--- src/rtl/mem_arbiter.sv ---
// mem_arbiter
//   Shares one single-port synchronous RAM (1-cycle read latency, byte
//   enables, write-first) between the core's instruction-fetch port (i_*)
//   and data port (d_*). Grants are combinational from the requests and the
//   registered arbitration state. At most one grant is issued per cycle, and
//   the winner drives mem_* in that same cycle. Read data is steered back to
//   the issuing port one cycle later.
//
//   Default arbitration: the data port wins contention, except that after
//   MAX_BURST consecutive data grants with fetch waiting, fetch wins once.
//   Define MEM_ARBITER_ROUND_ROBIN_EN to alternate the winner on contention
//   instead. In that build the streak counter and MAX_BURST are unused.
//
// Ports
//   clk, reset          : clock, asynchronous active-high reset
//   i_req/i_addr        : fetch request (read only)
//   i_gnt/i_wait        : fetch accepted / fetch stalled
//   i_rdata/i_rvalid    : fetch response
//   d_req/d_addr/d_we/d_wdata/d_byteen : data request
//   d_gnt/d_wait        : data accepted / data stalled
//   d_rdata/d_rvalid    : load response (none for writes)
//   mem_en/mem_addr/mem_we/mem_wdata/mem_byteen : RAM command
//   mem_q               : RAM read data, valid one cycle after the read
module mem_arbiter #(
   parameter int ADDR_W    = 14,
   parameter int DATA_W    = 32,
   parameter int MAX_BURST = 4
) (
   input  logic                clk,
   input  logic                reset,
   input  logic                i_req,
   input  logic [ADDR_W-1:0]   i_addr,
   output logic                i_gnt,
   output logic                i_wait,
   output logic [DATA_W-1:0]   i_rdata,
   output logic                i_rvalid,
   input  logic                d_req,
   input  logic [ADDR_W-1:0]   d_addr,
   input  logic                d_we,
   input  logic [DATA_W-1:0]   d_wdata,
   input  logic [DATA_W/8-1:0] d_byteen,
   output logic                d_gnt,
   output logic                d_wait,
   output logic [DATA_W-1:0]   d_rdata,
   output logic                d_rvalid,
   output logic                mem_en,
   output logic [ADDR_W-1:0]   mem_addr,
   output logic                mem_we,
   output logic [DATA_W-1:0]   mem_wdata,
   output logic [DATA_W/8-1:0] mem_byteen,
   input  logic [DATA_W-1:0]   mem_q
);

   typedef enum logic [1:0] {
      OWN_NONE = 2'd0,
      OWN_I    = 2'd1,
      OWN_D    = 2'd2
   } owner_t;

   owner_t resp_owner;
   logic   gnt_i, gnt_d;
   logic   i_wins;   // fetch takes priority if both request this cycle

`ifdef MEM_ARBITER_ROUND_ROBIN_EN
   logic last_owner;  // 0 = I, 1 = D; resets to I so D wins first contention

   assign i_wins = last_owner;

   always_ff @(posedge clk or posedge reset) begin
      if (reset)      last_owner <= 1'b0;
      else if (gnt_i) last_owner <= 1'b0;
      else if (gnt_d) last_owner <= 1'b1;
   end
`else
   logic [3:0] d_streak;  // consecutive D grants while fetch is requesting

   assign i_wins = (d_streak == 4'(MAX_BURST));

   // A fetch grant or any cycle without a fetch request (including a flush)
   // restarts the count.
   always_ff @(posedge clk or posedge reset) begin
      if (reset)
         d_streak <= 4'd0;
      else if (!i_req || gnt_i)
         d_streak <= 4'd0;
      else if (gnt_d && d_streak != 4'(MAX_BURST))
         d_streak <= d_streak + 4'd1;
   end
`endif

   // Grants are forced low during reset so the RAM sees no command.
   assign gnt_i = ~reset & i_req & (~d_req | i_wins);
   assign gnt_d = ~reset & d_req & ~gnt_i;

   assign i_gnt  = gnt_i;
   assign d_gnt  = gnt_d;
   assign i_wait = ~reset & i_req & ~gnt_i;
   assign d_wait = ~reset & d_req & ~gnt_d;

   assign mem_en     = gnt_i | gnt_d;
   assign mem_addr   = gnt_i ? i_addr : (gnt_d ? d_addr : '0);
   assign mem_we     = gnt_d & d_we;
   assign mem_wdata  = mem_we ? d_wdata  : '0;
   assign mem_byteen = mem_we ? d_byteen : '0;

   // Writes leave no response owner, so they never raise rvalid.
   always_ff @(posedge clk or posedge reset) begin
      if (reset)                resp_owner <= OWN_NONE;
      else if (gnt_i)           resp_owner <= OWN_I;
      else if (gnt_d && !d_we)  resp_owner <= OWN_D;
      else                      resp_owner <= OWN_NONE;
   end

   assign i_rvalid = (resp_owner == OWN_I);
   assign d_rvalid = (resp_owner == OWN_D);
   assign i_rdata  = reset ? '0 : mem_q;
   assign d_rdata  = reset ? '0 : mem_q;

endmodule

--- config.mk ---
export PLATFORM = sky130hd
export DESIGN_NAME = mem_arbiter
export DESIGN_NICKNAME = d
export VERILOG_FILES = /design/src/rtl/mem_arbiter.sv
export SDC_FILE = /design/constraint.sdc
export NUM_CORES = 1
export LEC_CHECK = 0
export ABC_AREA = 1
export CAP_MARGIN = 10
export CORE_AREA = 2 2 86 88
export CTS_BUF_LIST = sky130_fd_sc_hd__clkbuf_16
export DETAILED_ROUTE_END_ITERATION = 10
export DIE_AREA = 0 0 88 90
export PLACE_DENSITY = 0.74
export SYNTH_ARGS = -nofsm -noshare
export SYNTH_HDL_FRONTEND = slang
export SYNTH_SLANG_ARGS = --single-unit
--- constraint.sdc ---
create_clock -name clk -period 4.3 [get_ports clk]
set_clock_uncertainty 0.15 [all_clocks]
set_input_delay 0.645 -clock clk [delete_from_list [all_inputs] [get_ports clk]]
set_output_delay 0.645 -clock clk [all_outputs]
set_load 0.01 [all_outputs]
==> out/results.ini, run 1 <==
[outcome]
status=completed

[cells_and_area]
drive_gt1_share_pct=2.65
seqCellArea_um2=150
multi_input_area_um2=616
diodes=0
final_cell_mix=clkdlybuf4s50_1 (222), inv_1 (77), nor2_1 (73), nand2_1 (37), nand3_1 (17)
fillers=694
fin_area_um2=3500
nets=557
final_cells=551
area_delta_synth_final_pct=155
final_common_cell=clkdlybuf4s50_1

[critical_path]
critPathKind=primary input to primary output
start_kind=primary input
crit_path_max_fanout=37
cp.arrival_ns=2.86
crit_required_ns=3.50
end_kind=primary output

[die]
coreArea_um2=7020
io_pins=223
die_area_um2=7920
dieHeight_um=90
die_width_um=88
placementRows=31
start_util_pct=19.6

[cts]
cts-root-buf=clkbuf_16
post_cts_buffers=0
cts-resized-gates=0
cts-buffers-inserted=3
cts_tree=yes
cts_buffer_depth=2
clk_latency_ns=0.23
cts_hold_buf=0
htreeDepth=1
cts_sinks=6
cts.clk_slew.worst_paths_ns=0.03

[placement]
place_congestion=0.813
placed_cells=548
placed_area_um2=3420
io_buffers=222
hpwl_um=5220

[global_routing]
grt_pass1_wl_um=9440
antenna_found_initial=0
grt_max_degree=38
grt.overflow.total=0
grtUsageTotal_pct=14.7
grt_pass1_vias=2093

[yosys]
synth-seq-cells=6
netlist_area_um2=1370
synth_edf_count=0
synth_ff_type=dfrtp_1
syn_area_per_cell_um2=5.14
synth-seq-area-share_pct=10.9
synth_cell_types=19
synth_top_area_share_pct=21.1
synth_fp_nets=370
yosys.area.top_type=inv_1
synthArstFlopShare_pct=100
yosys_warnings=0
synth_area_leaders=inv_1 (21%), nor2_1 (20%), buf_4 (19%), dfrtp_1 (11%), nand2_1 (10%)
synth_cells=267

[hold_path]
hold_path.class=flip-flop to flip-flop

[sta]
rsz0062_at_grt=no
finalSetupTns_ns=0
slew_headroom_pct=48.7
worst_pin_slew_ns=0.769
timing.final.crit_share_pct=85.1
setup_violations=0
hold_violations=0
period_minus_slack_ns=3.66
fmax_ghz=0.273
drv_slew=0

[detailed_routing]
avgViaCountPerCell=3.79
remaining_drc_errors=0
ant_nets=0
post_drt_wl_per_cell_um=11.3
vias=2091
routed_wl_um=6210
drt_pass1_iterations=4
drt_iter0_drc=36

[power_and_ir_drop]
finalPower_mw=0.491
peakVddDrop_mv=0.0838
p_per_area_nw_per_um2=140
p_leak_nw=1.70

[job]
maxCapViolations=0

## power by group
part	switching (mW)	internal (mW)	total, mW	leakage [nW]
clock network	0.0291	0.119	0.148	0.0370
registers	0.00133	0.0583	0.0597	0.0822
logic	0.104	0.179	0.283	1.58
total	0.134	0.356	0.491	1.70
## cells by family (layout without fill, tap and decap cells)
group,after synthesis,in the layout,share of synthesized area [%]
adder cells (fa/ha/maj),2,2,1.82
flip-flops,6,6,10.9
XOR/XNOR,2,2,1.28
AO/OA/AOI/OAI,5,5,2.10
AND/OR/NAND/NOR,131,131,39.7
buffers and inverters,121,306,44.2
## worst max-delay path: stages
cell             delay [ns]
clkdlybuf4s50_1        0.45
buf_4                  0.18
inv_2                  0.10
nand2_2                0.11
inv_2                  0.06
nand2_4                0.18
nand3_4                0.34
nor2_1                 0.22
clkdlybuf4s50_1        0.56
## worst paths after layout
kind                       cells after the start  slack [ns]       endpoint        start
hold / removal                                 2        0.34    d_streak[3]  d_streak[3]
setup / recovery                               9        0.64  mem_wdata[22]        reset
setup reg to reg                               4        2.51  resp_owner[0]  d_streak[0]
min in group asynchronous                      3        0.64    d_streak[1]        reset
max in group asynchronous                      3        3.22  resp_owner[1]        reset
hold reg to reg                                2        0.34    d_streak[3]  d_streak[3]
## cells in the mapped netlist, types with 2 or more instances
library cell and count:
nand3_1 17, inv_2 2, ha_1 2, nand2_1 37
nor2_1 73, buf_4 34, inv_1 77, buf_6 3
dfrtp_1 6, buf_2 2, clkbuf_1 3, o21ai_0 4
## metal layers
metal  vias up  part of all wire, %  wire [µm]  global-route usage [%]
met2       123                   55       3400                    29.4
met5         -                    0          0                       0
met1       876                   34       2100                    13.8
li1       1080                    -          -                       -
met3        12                  9.5        590                    3.40
met4         0                  1.9        121                    5.51
## metrics by stage
| step | hold slack (ns) | setup slack [ns] | utilization (%) |
|---|---|---|---|
| after floorplan | 0.299 | 1.96 | - |
| after global placement | 0.323 | 0.650 | 48.8 |
| after detailed placement | 0.320 | 0.596 | 48.8 |
| after CTS | 0.341 | 0.585 | 49.8 |
| after global routing | 0.411 | 0.407 | 49.8 |
| final | 0.339 | 0.641 | 49.8 |
## flip-flops by register name, summed over array words and instances (netlist names)
name        cells
d_streak        4
resp_owner      2
## layout make-up
| cell class | count | area share, % |
|---|---|---|
| Clock buffer | 3 | 2.15 |
| Inverter | 79 | 8.48 |
| Sequential cell | 6 | 4.29 |
| Tap cell | 99 | 3.54 |
| Timing Repair Buffer | 224 | 63.9 |
| Multi-Input combinational cell | 140 | 17.6 |
Note: power is estimated with default switching activity, not from simulation.
==> run 2, diff against run 1 <==
--- a/config.mk
+++ b/config.mk
@@ -12,6 +12,7 @@
 export DETAILED_ROUTE_END_ITERATION = 10
 export DIE_AREA = 0 0 88 90
 export PLACE_DENSITY = 0.74
+export RECOVER_POWER = 25
 export SYNTH_ARGS = -nofsm -noshare
 export SYNTH_HDL_FRONTEND = slang
 export SYNTH_SLANG_ARGS = --single-unit
==> constraint.sdc (replaced) <==
create_clock -name clk -period 4.3 [get_ports clk]
set_clock_uncertainty 0.15 [all_clocks]
set_input_delay 0.645 -clock clk [delete_from_list [all_inputs] [get_ports clk]]
set_output_delay 0.645 -clock clk [all_outputs]
set_load 0.005 [all_outputs]
==> run 2 against run 1 <==
  * Final area is 0.11% lower
  * Clock-buffer cell count unchanged
  * Largest cell class unchanged
  * Register-to-register slack better by 0.06 ns
  * Sequential power about the same
  * Routed wire length shrank 3.0%
  * Total power down 5.6%
  * Largest power group unchanged
  * Cell count unchanged
  * Global-route usage decreased by 0.19 points
==> out/results.ini, run 2 (synthesized netlist as in run 1, its figures left out) <==
[power_and_ir_drop]
power_frac_comb_pct=55.3
p_leak_nw=1.74
switching_share_pct=24.2
pwr-share-seq_pct=12.9
p_per_area_nw_per_um2=133
p_sw_mw=0.112
pwr-share-clk_pct=31.8
p_int_mw=0.351
peakVddDrop_mv=0.0823

[detailed_routing]
drt_pass1_iterations=4
avgViaCountPerCell=3.76
remaining_drc_errors=0
ant_nets=0
post_drt_wl_per_cell_um=10.9
routed_wl_um=6030
drt_iter0_drc=65
vias=2073

[cells_and_area]
final_cell_mix=clkdlybuf4s50_1 (201), inv_1 (79), nor2_1 (73), nand2_1 (37), dlygate4sd3_1 (21)
drive_gt1_share_pct=1.99
largest_register_ffs=4
nets=557
area_delta_synth_final_pct=155
largest-register=d_streak
diodes=0
fin_area_um2=3490
top_regs=d_streak: 4 flops, resp_owner: 2 flops
final_common_cell=clkdlybuf4s50_1

[global_routing]
grt_pass1_vias=2099
met2_usage_pct=28.1
grtUsageMet1_pct=13.7
grt_max_degree=38
top_usage_layer=met2
grtUsageTotal_pct=14.5
grt.overflow.total=0
grtUsageMet3_pct=4.50
grt_pass1_wl_um=9290
antenna_found_initial=0

[die]
io_pins=223
die_width_um=88
die_area_um2=7920
coreArea_um2=7020
start_util_pct=19.6
placementRows=31
dieHeight_um=90

[sta]
drv_slew=0
fmax_ghz=0.263
hold_slack_ns=0.332
setup_violations=0
slew_headroom_pct=23.2
rsz0062_at_grt=no
worst_pin_slew_ns=1.15
finalSetupTns_ns=0
hold_violations=0
timing.final.crit_share_pct=88.4
period_minus_slack_ns=3.80

[critical_path]
crit_path_max_fanout=28
end_kind=primary output
max_stage_delay_ns=0.87
rr_worst_depth=4
crit_path_top_delay_cell=clkbuf_1
cp.arrival_ns=3.01
crit_required_ns=3.50
worstPathCellList=dlygate4sd3_1 > buf_4 > clkbuf_1 > nor2_1 > dlygate4sd3_1
crit_top_cell=dlygate4sd3_1
start_kind=primary input
rrSetupSlack_ns=2.57
critPathKind=primary input to primary output

[outcome]
status=completed

[hold_path]
hold_path.class=flip-flop to flip-flop
hold_path_depth=2

[cts]
cts-resized-gates=0
clk_latency_ns=0.22
cts_buffer_depth=2
htreeDepth=1
post_cts_buffers=0
cts_sinks=6
cts-root-buf=clkbuf_16
cts_tree=yes
cts_hold_buf=0
cts-buffers-inserted=3
cts.clk_slew.worst_paths_ns=0.03

[placement]
place_congestion=0.811
placed_area_um2=3420
hpwl_um=5080
io_buffers=222

[job]
maxCapViolations=0

[run 2: cell types whose count changed in the layout (fill, tap and decap cells not counted), sizes merged]
| cell | before | now |
|---|---|---|
| clkbuf | 3 | 4 |
| clkdlybuf4s50 | 222 | 201 |
| dlygate4sd3 | 0 | 21 |
| buf | 2 | 1 |
[run 2: metal layers]
metal,routed length (µm),vias to the layer above
li1,-,1078
met1,2040,862
met2,3220,123
met3,666,10
met4,94,0
met5,0,-
[run 2: per-stage QoR]
step | setup WS, ns | utilization [%] | power [mW] | std cells
6_report | 0.500 | 49.8 | 0.463 | 551
4_1_cts | 0.659 | 49.8 | 0.475 | 551
2_1_floorplan | 2.00 | - | 0.146 | 267
3_3_place_gp | 0.693 | 48.8 | 0.322 | 548
5_1_grt | 0.230 | 49.8 | 0.495 | 551
3_5_place_dp | 0.665 | 48.8 | 0.323 | 548
[run 2: power by group through the flow]
stage | clock (mW) | combinational (mW) | sequential, mW
2_1_floorplan | 0 | 0.0863 | 0.0599
3_3_place_gp | 0 | 0.262 | 0.0601
3_5_place_dp | 0 | 0.263 | 0.0602
4_1_cts | 0.150 | 0.265 | 0.0596
5_1_grt | 0.155 | 0.280 | 0.0598
6_report | 0.147 | 0.256 | 0.0597
[run 2: critical path: cells and delay by family]
family / cells / cell delay (ns)
buffers and inverters: 4 / 2.20
and+or+nand+nor: 1 / 0.15
[run 2: area by class of cell]
class	count	area [µm²]
fillers	684	3530
repair buffers	224	2230
clock buffers	3	75.1
flip-flops and latches	6	150
well taps	99	124
inverters	79	297
multi-input cells	140	616
[run 2: path summary, 6_finish.rpt]
check / to / start
setup reg to reg: resp_owner[0] / d_streak[0]
hold / removal: d_streak[3] / d_streak[3]
hold reg to reg: d_streak[3] / d_streak[3]
setup / recovery: i_rdata[0] / reset
min in group asynchronous: d_streak[0] / reset
max in group asynchronous: resp_owner[1] / reset
==> run 3, diff against run 2 <==
--- a/config.mk
+++ b/config.mk
@@ -11,6 +11,7 @@
 export CTS_BUF_LIST = sky130_fd_sc_hd__clkbuf_16
 export DETAILED_ROUTE_END_ITERATION = 10
 export DIE_AREA = 0 0 88 90
+export GPL_ROUTABILITY_DRIVEN = 1
 export PLACE_DENSITY = 0.74
 export RECOVER_POWER = 25
 export SYNTH_ARGS = -nofsm -noshare
==> results of run 3 <==
Final layout, timing and power as in run 2 (identical DEF).
==> patch 1: new RTL, flow settings as in run 1 <==
The option `MEM_ARBITER_ROUND_ROBIN_EN` is turned on by a define.
--- a/src/rtl/mem_arbiter.sv
+++ b/src/rtl/mem_arbiter.sv
@@ -22,4 +22,6 @@
 //   mem_en/mem_addr/mem_we/mem_wdata/mem_byteen : RAM command
 //   mem_q               : RAM read data, valid one cycle after the read
+`define MEM_ARBITER_ROUND_ROBIN_EN
+
 module mem_arbiter #(
    parameter int ADDR_W    = 14,
Formal check against the unedited RTL: not equivalent (Yosys sat finds a counterexample within 4 cycles, from zero or initial values and one cycle with reset high).
==> patch 1 against run 1 <==
Sequential cell count is 3 lower; combinational power is 4% higher; area after synthesis is 7.2% lower; setup slack better by 0.0053 ns; design area is 3.0% lower; cell count is 3.6% lower; first-iteration DRC count is 19% higher; power is 4.0% lower; maximum frequency is 0.14% higher; critical path depth is 3 lower; routed wire length is 4.6% lower; register-to-register slack better by 0.61 ns; worst hold slack better by 0.048 ns; critical endpoint is now mem_wdata[3]; largest cell class unchanged; largest power group unchanged; highest routed layer unchanged.
==> patch 1: results <==
group,metric,value,unit
run_status,status,"finished clean",
power,ir_drop_worst_case_vdd,0.143,mV
hold_path,hold-path-endpoint,"i_wins",
clock_network,cts_made_buffers,3,
timing,hold_slack,0.387,ns
detailed_routing,total_number_of_vias,1969,
synthesis,synthTopCellsByArea,"inv_1 (22%), buf_4 (19%), nor2_2 (14%), nor2_1 (13%), nand2_1 (9.7%)",
clock_network,clock_tree.buffer_depth,2,
synthesis,synth_sequential_area_ratio,5.89,%
global_routing,maximum_number_of_pins_on_one_net_before_global_route_repair,38,
global_routing,gr-usage-all-layers,13.7,%
detailed_routing,detailroute.wirelength.met3,701,um
worst_setup_path,worst_r2r_startpoint,"i_wins",
layout,post_route_cells_drive_above_1_share,9.26,%
worst_setup_path,worstRegToRegCells,4,
placed_design,pre_cts_ws,0.603,ns
synthesis,syn_avg_cell_area,5.16,um^2
global_routing,first_pass_grt_wire_length,8850,um
layout,largest_register,"resp_owner",
placed_design,placement.cell_area,3310,um^2
detailed_routing,routed_wl,5920,um
layout,antenna-diode-count,0,
synthesis,synth_flop_cell,"dfrtp_1",
detailed_routing,vias_per_cell,3.71,
layout,num-fill-cells,682,
layout,flow.area_growth_from_synthesis,166,%
power,cellLeakagePower,1.62,nW
detailed_routing,route.met2.wl,2990,um
placed_design,gpl.final_weighted_congestion,0.772,
clock_network,htree_num_levels,1,
worst_setup_path,r2r_setup_slack,3.12,ns
placed_design,placement.io_buffers,222,
synthesis,synth.top_cells.by_count,"inv_1 (75), nor2_1 (43), buf_4 (33), nand2_1 (33), nor2_2 (29)",
timing,highest_clock_rate,274,MHz
synthesis,ys_types,18,
timing,max-slew-margin-rel,61.0,%
layout,nNetsFinal,534,
synthesis,synthesis.nets,348,
placed_design,hpwl,5110,um
synthesis,yosysWarningCount,0,
global_routing,via_count_of_the_first_global_routing_pass,2002,
detailed_routing,wl_met1,2130,um
clock_network,worstSkewPairLatency,0.22,ns
hold_path,hold_start,"i_wins",
detailed_routing,drt-initial-drc-count,43,
worst_setup_path,worst_r2r_endpoint,"resp_owner[0]",
global_routing,initial_antenna_violation_count,0,
worst_setup_path,crit_arrival,2.86,ns
layout,largest_reg_flops,2,
patch 1: cell types whose count changed after synthesis, sizes merged:
cell and change:
xnor2 -1, ha -2, nand2 -4, xor2 -1
o21ai -3, nor2 -1, nand3 -3, a21oi -1
clkinv +1, inv -2, dfrtp -3
patch 1: critical path: cells and delay by family:
kind	cells	cell delay [ns]
buf+inv	2	1.12
simple gates	4	1.08
patch 1: how the worst max path moves through the flow:
stage / start / endpoint / depth (start not counted)
6_report: d_req / mem_wdata[3] / 6
5_1_grt: d_req / mem_wdata[3] / 6
4_1_cts: d_req / mem_wdata[3] / 6
3_5_place_dp: d_req / mem_wdata[3] / 6
3_3_place_gp: d_req / mem_byteen[3] / 6
2_1_floorplan: reset / mem_wdata[10] / 7
patch 1: power breakdown:
group | total, mW | internal [mW] | switching [mW]
clock network | 0.145 | 0.120 | 0.0251
logic | 0.295 | 0.183 | 0.112
registers | 0.0312 | 0.0305 | 0.000680
patch 1: routing by layer:
| layer | GRT usage [%] | vias up |
|---|---|---|
| met4 | 3.72 | 0 |
| li1 | - | 1011 |
| met5 | 0 | - |
| met3 | 4.87 | 10 |
| met2 | 25.9 | 128 |
| met1 | 13.6 | 820 |
patch 1: cell type report:
cell class                 instances  share of cell area (%)
timing repair buffer             223                    65.7
inverter                          78                    8.74
multi-input combinational        124                    17.3
clock buffer                       3                    2.21
tap                               99                    3.65
sequential                         3                    2.21
clock inverter                     1                   0.111
patch 1: kinds of logic after synthesis:
group                  after synthesis  synth area share [%]
and+or+nand+nor                    123                  45.8
buffers and inverters              120                  47.9
DFF                                  3                  5.89
AOI/OAI and AO/OA                    1                 0.393
==> patch 2: new RTL, flow settings as in run 1 <==
Without the edit above. The 3 values of `owner_t` get a one-hot encoding in 3 bits.
--- a/src/rtl/mem_arbiter.sv
+++ b/src/rtl/mem_arbiter.sv
@@ -52,8 +52,8 @@
 );
 
-   typedef enum logic [1:0] {
-      OWN_NONE = 2'd0,
-      OWN_I    = 2'd1,
-      OWN_D    = 2'd2
+   typedef enum logic [2:0] {
+      OWN_NONE = 3'b001,
+      OWN_I    = 3'b010,
+      OWN_D    = 3'b100
    } owner_t;
 
Check against the original RTL: same outputs for any inputs over 10 cycles, from zero or initial values and one cycle with reset high; not proved beyond that.
==> patch 2 against run 1 <==
Routed wire length rose by 1.1%; sequential cell count is 1 higher; via count decreased by 1.6%; design area grew 1.7%; setup slack worse by 0.021 ns; power up 4.0%; area after synthesis rose by 4.9%; non-clock buffer count fell by 1; largest cell class unchanged; largest power group unchanged.
==> patch 2: results <==
group,metric,value,unit
placed_design,hpwl,5430,um
clock_network,htree_num_levels,1,
timing,hold_slack,0.362,ns
worst_setup_path,crit_arrival,2.89,ns
synthesis,synth_sequential_area_ratio,12.3,%
detailed_routing,drt-initial-drc-count,48,
detailed_routing,wl_met1,2380,um
synthesis,synth_flop_cell,"dfrtp_1",
detailed_routing,routed_wl,6280,um
clock_network,postCtsResizedCells,0,
placed_design,placed_cells_incl_taps,551,
synthesis,synthTopCellsByArea,"inv_1 (21%), buf_4 (17%), nor2_1 (16%), dfrtp_1 (10%), nand2_1 (10%)",
run_status,status,"finished clean",
placed_design,pre_cts_ws,0.609,ns
detailed_routing,detailroute.wirelength.met3,393,um
clock_network,worstSkewPairLatency,0.23,ns
power,ir_drop_worst_case_vdd,0.0927,mV
global_routing,maximum_number_of_pins_on_one_net_before_global_route_repair,38,
global_routing,via_count_of_the_first_global_routing_pass,2021,
worst_setup_path,worstRegToRegCells,7,
clock_network,post_cts.repair.setup_buffers,0,
synthesis,synth.top_cells.by_count,"inv_1 (79), nor2_1 (60), nand2_1 (40)",
detailed_routing,route.met2.wl,3420,um
worst_setup_path,crit_path_top_delay_cell,"clkdlybuf4s50_1",
global_routing,initial_antenna_violation_count,0,
detailed_routing,wl_per_instance,11.3,um
layout,antenna-diode-count,0,
global_routing,gr-usage-all-layers,14.9,%
timing,max-slew-margin-rel,69.2,%
synthesis,synthesis.nets,374,
clock_network,clock_tree.root_cell,"clkbuf_16",
layout,layout_top_registers,"d_streak (4), resp_owner (3)",
synthesis,async_reset_ff_share,100,%
layout,post_route_cells_drive_above_1_share,4.61,%
placed_design,gpl.final_weighted_congestion,0.828,
detailed_routing,highest_layer,"met4",
synthesis,synthCells,271,
detailed_routing,total_number_of_vias,2058,
layout,nNetsFinal,560,
timing,highest_clock_rate,272,MHz
power,cellLeakagePower,1.73,nW
placed_design,placement.cell_area,3480,um^2
worst_setup_path,r2r_setup_slack,2.72,ns
global_routing,first_pass_grt_wire_length,9580,um
hold_path,min_delay_path_depth,2,
==> patch 2: cell types whose count changed after synthesis, moves of 3 or more <==
cell,delta
buf_2,+4
clkbuf_1,-3
nand2_1,+3
nor2_1,-13
nor2_2,+12
==> patch 2: per-layer routing <==
layer | GRT usage (%) | vias to the layer above
met2 | 28.0 | 76
met3 | 3.67 | 8
met1 | 16.1 | 883
li1 | - | 1091
met4 | 4.10 | 0
met5 | 0 | -
==> patch 2: cell families after synthesis <==
logic type	synth area share, %
XOR/XNOR	1.22
AO/OA/AOI/OAI	1.39
buffers and inverters	42.7
AND/OR/NAND/NOR	40.7
flip-flops	12.3
adder cells (fa/ha/maj)	1.74
==> patch 2: cell type report <==
type,instances,area [um^2]
clock buffer,3,75.1
clock inverter,1,3.75
inverter,80,300
multi-input combinational,142,648
fill,699,3460
sequential,7,176
tap,99,124
timing repair buffer,223,2230
==> patch 2: where the power goes <==
| part | internal, mW | switching (mW) | total [mW] | leakage, nW |
|---|---|---|---|---|
| combinational | 0.178 | 0.105 | 0.283 | 1.60 |
| clock | 0.121 | 0.0361 | 0.157 | 0.0423 |
| sequential | 0.0688 | 0.00120 | 0.0701 | 0.0927 |
==> patch 2: final timing paths <==
| check | start | endpoint |
|---|---|---|
| worst max register to register | d_streak[0] | resp_owner[0] |
| min in group asynchronous | reset | d_streak[0] |
| worst min-delay path | d_streak[3] | d_streak[3] |
| worst min register to register | d_streak[3] | d_streak[3] |
| max in group asynchronous | reset | resp_owner[0] |
| worst max-delay path | d_req | mem_wdata[1] |
==> patch 2: worst min-delay path: cells and delay by family, from the launching register on <==
family	cells	cell delay, ns
simple gates	2	0.13
flops	1	0.35
